$ cat config.mk
export PLATFORM = sky130hd
export DESIGN_NAME = game_sound_sequencer
export DESIGN_NICKNAME = d
export VERILOG_FILES = /design/src/rtl/game_sound_pkg.sv /design/src/rtl/game_sound_sequencer_tone.sv /design/src/rtl/game_sound_sequencer.sv
export SDC_FILE = /design/constraint.sdc
export NUM_CORES = 1
export LEC_CHECK = 0
export BUFFER_PORTS_ARGS = -buffer_cell sky130_fd_sc_hd__buf_2
export CAP_MARGIN = 5
export CORE_MARGIN = 1.5
export CORE_UTILIZATION = 58
export DETAILED_ROUTE_END_ITERATION = 12
export GPL_ROUTABILITY_DRIVEN = 0
export PLACE_DENSITY = 0.89
export SLEW_MARGIN = 20
export SYNTH_ARGS = -nofsm -noshare
export SYNTH_HDL_FRONTEND = slang
export SYNTH_HIERARCHICAL = 1
export SYNTH_SLANG_ARGS = --single-unit
$ cat constraint.sdc
create_clock -name clk -period 2.95 [get_ports clk]
set_input_delay 0.295 -clock clk [delete_from_list [all_inputs] [get_ports clk]]
set_output_delay 0.295 -clock clk [all_outputs]
set_load 0.02 [all_outputs]
$ cat src/rtl/game_sound_pkg.sv
// Shared types, default tables and helpers for the whack-a-mole sound-effect engine.
package game_sound_pkg;

  // Sequencer FSM encoding.
  typedef enum logic [1:0] {
    ST_IDLE = 2'd0,
    ST_LOAD = 2'd1,
    ST_PLAY = 2'd2
  } state_t;

  // Default effect set: id0 hit, id1 miss, id2 start, id3 game-over (id0 in LSBs).
  localparam int DEFAULT_NUM_SFX = 4;
  localparam int DEFAULT_CNT_W   = 16;
  localparam int DEFAULT_SAMPLE_W = 24;

  localparam logic [63:0] DEFAULT_HALF_PERIOD_TABLE = {16'd120, 16'd48, 16'd96, 16'd24};
  localparam logic [63:0] DEFAULT_DURATION_TABLE    = {16'd24000, 16'd2400, 16'd9600, 16'd4800};
  localparam logic [23:0] DEFAULT_AMPLITUDE         = 24'h100000;

  // Index of the lowest set bit (highest priority request); 0 when nothing is set.
  function automatic int lowest_set(input logic [31:0] req);
    int idx;
    idx = 0;
    for (int i = 31; i >= 0; i--) begin
      if (req[i]) idx = i;
    end
    return idx;
  endfunction

endpackage

$ cat src/rtl/game_sound_sequencer_tone.sv
// Square-wave timing core: half-period phase counter, polarity flop and
// duration down-counter. Everything advances only on consumed samples.
module sfx_tone_gen
  import game_sound_pkg::*;
#(
  parameter int CNT_W = DEFAULT_CNT_W
) (
  input  logic             clk,
  input  logic             reset,
  input  logic             load,
  input  logic [CNT_W-1:0] half,
  input  logic [CNT_W-1:0] dur,
  input  logic             advance,
  output logic             polarity,
  output logic             done
);

  logic [CNT_W-1:0] half_q;
  logic [CNT_W-1:0] phase_q;
  logic [CNT_W-1:0] dur_q;

  // Load clamps zero table entries to one; each consumed sample steps phase and duration.
  always_ff @(posedge clk) begin
    if (reset) begin
      half_q   <= '0;
      phase_q  <= '0;
      dur_q    <= '0;
      polarity <= 1'b1;
    end else if (load) begin
      half_q   <= (half == '0) ? CNT_W'(1) : half;
      dur_q    <= (dur == '0) ? CNT_W'(1) : dur;
      phase_q  <= '0;
      polarity <= 1'b1;
    end else if (advance) begin
      if (phase_q == half_q - CNT_W'(1)) begin
        phase_q  <= '0;
        polarity <= ~polarity;
      end else begin
        phase_q <= phase_q + CNT_W'(1);
      end
      if (dur_q != '0) begin
        dur_q <= dur_q - CNT_W'(1);
      end
    end
  end

  // The sample currently presented is the last one of the effect.
  assign done = (dur_q == CNT_W'(1));

endmodule

$ cat src/rtl/game_sound_sequencer.sv
// Sound-effect sequencer: latches trigger pulses, arbitrates by priority
// (id0 highest), plays one square-wave effect at a time and streams samples
// to the codec FIFO every cycle it has room, writing zeros when silent.
module game_sound_sequencer
  import game_sound_pkg::*;
#(
  parameter int                         NUM_SFX           = DEFAULT_NUM_SFX,
  parameter int                         SAMPLE_W          = DEFAULT_SAMPLE_W,
  parameter logic [SAMPLE_W-1:0]        AMPLITUDE         = SAMPLE_W'(DEFAULT_AMPLITUDE),
  parameter int                         CNT_W             = DEFAULT_CNT_W,
  parameter logic [NUM_SFX*CNT_W-1:0]   HALF_PERIOD_TABLE = DEFAULT_HALF_PERIOD_TABLE,
  parameter logic [NUM_SFX*CNT_W-1:0]   DURATION_TABLE    = DEFAULT_DURATION_TABLE,
  parameter bit                         PREEMPT           = 1'b1,
  localparam int                        ID_W              = (NUM_SFX > 1) ? $clog2(NUM_SFX) : 1
) (
  input  logic                clk,
  input  logic                reset,
  input  logic [NUM_SFX-1:0]  sfx_trigger,
  input  logic                mute,
  input  logic                audio_out_allowed,
  output logic                write_audio_out,
  output logic [SAMPLE_W-1:0] left_channel_audio_out,
  output logic [SAMPLE_W-1:0] right_channel_audio_out,
  output logic                busy,
  output logic [ID_W-1:0]     active_id
);

  localparam logic [SAMPLE_W-1:0] POS_SAMPLE = AMPLITUDE;
  localparam logic [SAMPLE_W-1:0] NEG_SAMPLE = ~AMPLITUDE + SAMPLE_W'(1);

  state_t             state;
  logic [NUM_SFX-1:0] pending;
  logic [NUM_SFX-1:0] load_mask;
  logic [NUM_SFX-1:0] higher_mask;
  logic [ID_W-1:0]    sel_id;
  logic [CNT_W-1:0]   sel_half;
  logic [CNT_W-1:0]   sel_dur;
  logic               load;
  logic               advance;
  logic               preempt;
  logic               tone_polarity;
  logic               tone_done;
  logic [SAMPLE_W-1:0] sample;

  // The codec is fed on every cycle it accepts data; consumed samples drive all timing.
  assign write_audio_out = audio_out_allowed;
  assign advance         = (state == ST_PLAY) && audio_out_allowed;
  assign load            = (state == ST_LOAD);

  // Arbiter: pick the highest-priority pending id, look up its table entries and flag preemption.
  always_comb begin
    sel_id      = ID_W'(lowest_set(32'(pending)));
    sel_half    = HALF_PERIOD_TABLE[int'(sel_id)*CNT_W +: CNT_W];
    sel_dur     = DURATION_TABLE[int'(sel_id)*CNT_W +: CNT_W];
    load_mask   = '0;
    higher_mask = '0;
    if (load) begin
      load_mask[sel_id] = 1'b1;
    end
    for (int i = 0; i < NUM_SFX; i++) begin
      higher_mask[i] = (i < int'(active_id));
    end
    preempt = PREEMPT && (state == ST_PLAY) && ((pending & higher_mask) != '0);
  end

  // Request latch: a trigger landing on the same edge as its clear must survive.
  always_ff @(posedge clk) begin
    if (reset) begin
      pending <= '0;
    end else begin
      pending <= (pending & ~load_mask) | sfx_trigger;
    end
  end

  // Sequencer FSM with registered busy/active_id.
  always_ff @(posedge clk) begin
    if (reset) begin
      state     <= ST_IDLE;
      busy      <= 1'b0;
      active_id <= '0;
    end else begin
      case (state)
        ST_IDLE: begin
          if (pending != '0) begin
            state <= ST_LOAD;
            busy  <= 1'b1;
          end
        end
        ST_LOAD: begin
          state     <= ST_PLAY;
          busy      <= 1'b1;
          active_id <= sel_id;
        end
        ST_PLAY: begin
          if (preempt) begin
            state <= ST_LOAD;
          end else if (advance && tone_done) begin
            if (pending != '0) begin
              state <= ST_LOAD;
            end else begin
              state     <= ST_IDLE;
              busy      <= 1'b0;
              active_id <= '0;
            end
          end
        end
        default: begin
          state     <= ST_IDLE;
          busy      <= 1'b0;
          active_id <= '0;
        end
      endcase
    end
  end

  sfx_tone_gen #(
    .CNT_W(CNT_W)
  ) u_tone (
    .clk      (clk),
    .reset    (reset),
    .load     (load),
    .half     (sel_half),
    .dur      (sel_dur),
    .advance  (advance),
    .polarity (tone_polarity),
    .done     (tone_done)
  );

  // Sample mux: square wave only while playing and unmuted, silence otherwise.
  always_comb begin
    sample = '0;
    if ((state == ST_PLAY) && !mute) begin
      sample = tone_polarity ? POS_SAMPLE : NEG_SAMPLE;
    end
  end

  assign left_channel_audio_out  = sample;
  assign right_channel_audio_out = sample;

endmodule
[Yosys cells after proc, flatten, opt, wreduce, memory -nomap -nowiden]
Index checks and enable logic that the tools add are counted.
Storage, ports and cells
  input port bits: 8
  logic and storage cells: 82
  output and inout port bits: 52
  register bits after elaboration: 58
Operators by class
  add/sub/neg operators: 3
  multiplexer cells: 29
  bitwise operators: 6
  shifts and indexed selects: 2
  equal/unequal tests: 9
  order comparisons: 5
  reductions and logical operators: 20
Operators by type and width (count)
  variable part select 64 x 7 -> 16 bit (first input constant): 2
  two-way mux 16 bit: 6
  two-way mux 24 bit: 2
  zero test 16 bit: 2
  subtractor 16 x 1 -> 16 bit (second input constant): 2
  two-way mux 2 bit: 10
  adder 16 x 1 -> 16 bit (second input constant): 1
  equality test 16 x 1 -> 1 bit (second input constant): 1
  equality test 16 bit: 1
  nonzero test 16 bit: 1
  case mux 2 bit (3 select lines): 2
  AND reduction 4 bit: 2
  nonzero test 4 bit: 2
  two-way mux 1 bit: 6
  inequality test 2 bit (second input constant): 3
  AND reduction 2 bit: 3
  logical AND 1 bit: 5
  AND 4 x 3 -> 4 bit: 1
  AND 4 bit: 1
  < comparator 1 x 2 -> 1 bit (first input constant): 2
  two-way mux 4 bit: 1
  NOT 4 bit: 1
  OR 4 bit: 1
  nonzero test 2 bit: 2
  other kinds (13): 14

[Longest topological paths before layout]
  word-level depth: 12
  gate-level depth with buffers: 12
  mapped depth without buffers: 11

[Modules after synthesis]
The synthesis kept the hierarchy.
By module, submodules not included
  sfx_tone_gen: cells an instance 351, area an instance 2931.6 um^2, times used 1, seq. area each 980.9 um^2
  game_sound_sequencer: cells an instance 110, area an instance 885.8 um^2, times used 1, seq. area each 180.2 um^2

[Worst setup path before layout]
Ideal clock, no wire load.
  path kind: reg2reg
  from: register u_tone.half_q[0]
  to: register u_tone.phase_q[6]
  stages on the path, launching flop included: 13
  required time: 2.835 ns
  path buffers: 3
  setup time: 0.115 ns
  clock period less this slack: 2.674 ns
  data arrival time: 2.558 ns
  path slack: 0.276 ns
  path through: dfxtp_1 > clkbuf_1 > inv_1 > ha_1 > buf_2 > or3b_2 > or4_1 > a211o_1 > nand3_2 > nand4_4 > o21ai_4 > buf_8 > nor2_2
On the way
  word-level cells in the longest chain between the ends: 3
Ends and longest elaborated chain
  start: declaration: line game_sound_sequencer_tone.sv:18  | logic [CNT_W-1:0] half_q;
  start signal: assignment: line game_sound_sequencer_tone.sv:30  | half_q <= (half == '0) ? CNT_W'(1) : half;
  subtractor 16 x 1 -> 16 bit: line game_sound_sequencer_tone.sv:35  | if (phase_q == half_q - CNT_W'(1)) begin
  equality test 16 bit: line game_sound_sequencer_tone.sv:35
  two-way mux 16 bit: line game_sound_sequencer_tone.sv:35
  end signal: assignment: line game_sound_sequencer_tone.sv:39  | phase_q <= phase_q + CNT_W'(1);
  end: declaration: line game_sound_sequencer_tone.sv:19  | logic [CNT_W-1:0] phase_q;
No other way between the ends.
A chain may end at the register's enable or synchronous reset.

[Worst setup path after layout]
  from: register u_tone.half_q[0]
  to: register u_tone.phase_q[4]
The elaborated chain is that of the path after synthesis.

==> key figures <==
Outcome
  – Outcome: complete, no violations

Detailed routing
  – Drt drc: 0
  – Met3 wire length: 639 um
  – Detail Route Antenna Nets: 0
  – Met1 Wirelength: between 3000 and 4000 um
  – Vias: about 3.4k
  – DR WL met2: roughly 4200 um
  – Wire per inst: 14.3 um
  – Uppermost layer routed: met4
  – Routed WL: between 8000 and 9000 um
  – DR iter-0 viols: between 200 and 250
  – Via/cell ratio: 5.67
  – DRT Pass-1 Iters: 5

Worst setup path
  – R2R Path Start: u_tone/half_q[0]
  – Reg2reg path depth: 10
  – Crit path launch: u_tone/half_q[0]
  – Kind of cell adding the most delay to the critical path: simple AND/OR/NAND/NOR gates
  – Worst path max stage delay: about 500 ps
  – Cell depth of the worst setup path: 10
  – Worst setup SP type: register
  – Worst setup EP type: register
  – Worst Path Max Fanout: 13
  – Crit Path Category: register to register
  – CP max stage cell: or3b_2
  – Worst Path Required: around 3200 ps
  – Worst EP arrival: roughly 3000 ps
  – Buf/Inv on CP: 2
  – CP cell instances: inv_1 -> ha_2 -> or3b_2 -> or4_1 -> a211o_1 -> nand3_2 -> nand4_4 -> o21ai_4 -> buf_6 -> nor2_1

Finish
  – Share of layout cells above drive strength 1: 14.0%
  – Final #Nets: ~530
  – Commonest cells after routing, fill and taps aside: conb_1, dfxtp_1, nor2_1, nand2_1, xnor2_1
  – ANT cells: 0
  – Fill cell count: 524
  – Area delta synth->final: 7.21%
  – Most common cell after layout, fill and taps aside: conb_1

Logic synthesis
  – Syn Inst Count: 461
  – Netlist cell types: 70
  – Sequential fraction of the synthesis area: between 30% and 40%
  – Ys Warns: 6
  – FF+latch count, synth: 58
  – Post-Synthesis Cell Area: approximately 0.0038 mm2
  – Synth Flop Type: dfxtp_1
  – Number of enable flip-flop cells after synthesis: 0
  – Synthesized area per cell: around 8.3 um2
  – Post-synth ARST share: 0%

GRT
  – Largest net degree at the start of global routing: 27
  – Global-route usage over all layers: between 20% and 30%
  – Overflow after GRT: 0
  – First-pass GRT wire length: 14100 um
  – Vias in the first global route: 3051
  – Initial antenna violation count: 0

STA
  – Fin. Hold Viols: 0
  – Post-route minimum period: approximately 2800 ps
  – Final WS setup: roughly 140 ps
  – Worst clock skew: 7.57 ps
  – Worst Tran Pin Value: roughly 730 ps
  – Max_slew headroom: between 50% and 60%
  – Final period utilization: 95.2%
  – Max-slew violations: 0
  – Final setup violation count: 0
  – RSZ-0062 raised after global routing: no
  – F_max: about 0.36 GHz
  – Total negative slack: 0 ps

Floorplanning
  – Die Area: 0.00708 mm2
  – Starting Density: between 60% and 70%
  – Num rows: 29
  – DIE HEIGHT: 84.1 um
  – Core Footprint: around 0.0063 mm2
  – Die width: roughly 84 um
  – # IOs: 60

Clocking
  – Postcts setup bufs: 0
  – Clk sinks: 58
  – Clock Latency Late Sink: around 350 ps
  – H-tree depth: 3
  – Clock buffer count from CTS: 9
  – Clk root buf: clkbuf_8
  – TritonCTS clock tree: yes
  – CTS clk-pin slew, worst paths: 60 ps
  – CTS Buffer Depth: 2

Power and ir drop
  – Lkg Pwr: about 1.7 nW
  – PwrDens: roughly 600 mW/mm2
  – IR drop worst, VDD: approximately 390 uV

Place
  – DPL Wire Length: 6030 um
  – I/O Buffers: 19
  – Setup Slack @ Placement: roughly 100 ps

Min path
  – Hold Startpoint: sfx_trigger[3]
  – WHS Path Cells: 3
  – HP Class: primary input to register

Job
  – Max-cap violations: 0
-- metrics by stage --
step | total power (W) | utilization (%) | cells | area (um2) | hold WS (ps)
3_5_place_dp | 0.00174 | 61.6 | 577 | 3910 | 478
5_1_grt | 0.00255 | 64.5 | 592 | 4090 | 158
3_3_place_gp | 0.00171 | 61.6 | 577 | 3910 | 458
4_1_cts | 0.00239 | 64.3 | 592 | 4080 | 159
6_report | 0.00241 | 64.5 | 592 | 4090 | 157
2_1_floorplan | 0.00161 | - | 536 | 4100 | 412
-- worst reg2reg max path, cell delays in order, from the launching register on --
cell	delay (ps)
dfxtp_1	390
inv_1	120
ha_2	280
or3b_2	500
or4_1	430
a211o_1	330
nand3_2	100
nand4_4	130
o21ai_4	160
buf_6	190
nor2_1	70
-- per-layer routing --
metal	global-route usage, %	up-vias
met4	11.6	0
met5	0	-
met2	39.8	151
met1	29.4	1574
li1	-	1606
met3	7.62	24
-- cells by family after synthesis --
kind of cell	Yosys count	share of synthesized area [%]
AOI/OAI and AO/OA	84	16.2
muxes	5	1.34
xor gates and xnor gates	38	8.72
other	1	0.0982
and+or+nand+nor	180	26.5
adders and majority gates	9	2.95
DFF	58	30.4
buffers and inverters	86	13.8
-- where the power goes --
part           switching, W  leakage [nW]  internal (W)
logic              0.000498          1.17      0.000308
clock network      0.000318        0.0920      0.000342
registers         0.0000955         0.473      0.000851
total              0.000912          1.73       0.00150
-- timing repair --
item / 4_1_cts / 5_1_grt
setup endpoints to repair: 0 / 13
hold buffers: 0 / 0
resized for setup: 0 / 2
-- registers in the layout (all words and copies together), names as in the netlist --
| signal | cells |
|---|---|
| state | 2 |
| u_tone/half_q | 16 |
| active_id | 2 |
| busy | 1 |
| u_tone/polarity | 1 |
| u_tone/dur_q | 16 |
| u_tone/phase_q | 16 |
| pending | 4 |
-- synth_stat cells (7+ instances only) --
cell	instances	area share (%)
a21oi_1	19	2.5
a22o_1	12	2.8
buf_4	47	9.2
clkbuf_1	9	0.88
dfxtp_1	58	30
ha_1	9	2.9
inv_1	21	2.1
nand2_1	32	3.1
nand3_1	15	2.0
nand3b_1	7	1.4
nand4_1	7	1.1
nor2_1	34	3.3
nor2_2	10	1.6
nor3_1	16	2.1
nor4_1	18	2.9
o21ai_1	9	1.2
xnor2_1	22	5.0
xor2_1	16	3.7
-- worst paths after layout --
path	to	slack (ps)
worst min-delay path	pending[3]	160
worst min register to register	u_tone/dur_q[15]	500
worst max-delay path	u_tone/phase_q[4]	140
worst max register to register	u_tone/phase_q[4]	140
-- layout make-up --
| cell class | instances | area (um2) | area share (%) |
|---|---|---|---|
| Multi-Input combinational cell | 392 | 2420 | 59.0 |
| Sequential cell | 58 | 1160 | 28.4 |
| Timing Repair Buffer | 28 | 166 | 4.07 |
| Clock buffer | 12 | 155 | 3.79 |
| Tap cell | 77 | 96.3 | 2.35 |
| Inverter | 22 | 82.6 | 2.02 |
| Clock inverter | 3 | 15.0 | 0.367 |
Note: power is estimated with default switching activity, not from simulation.
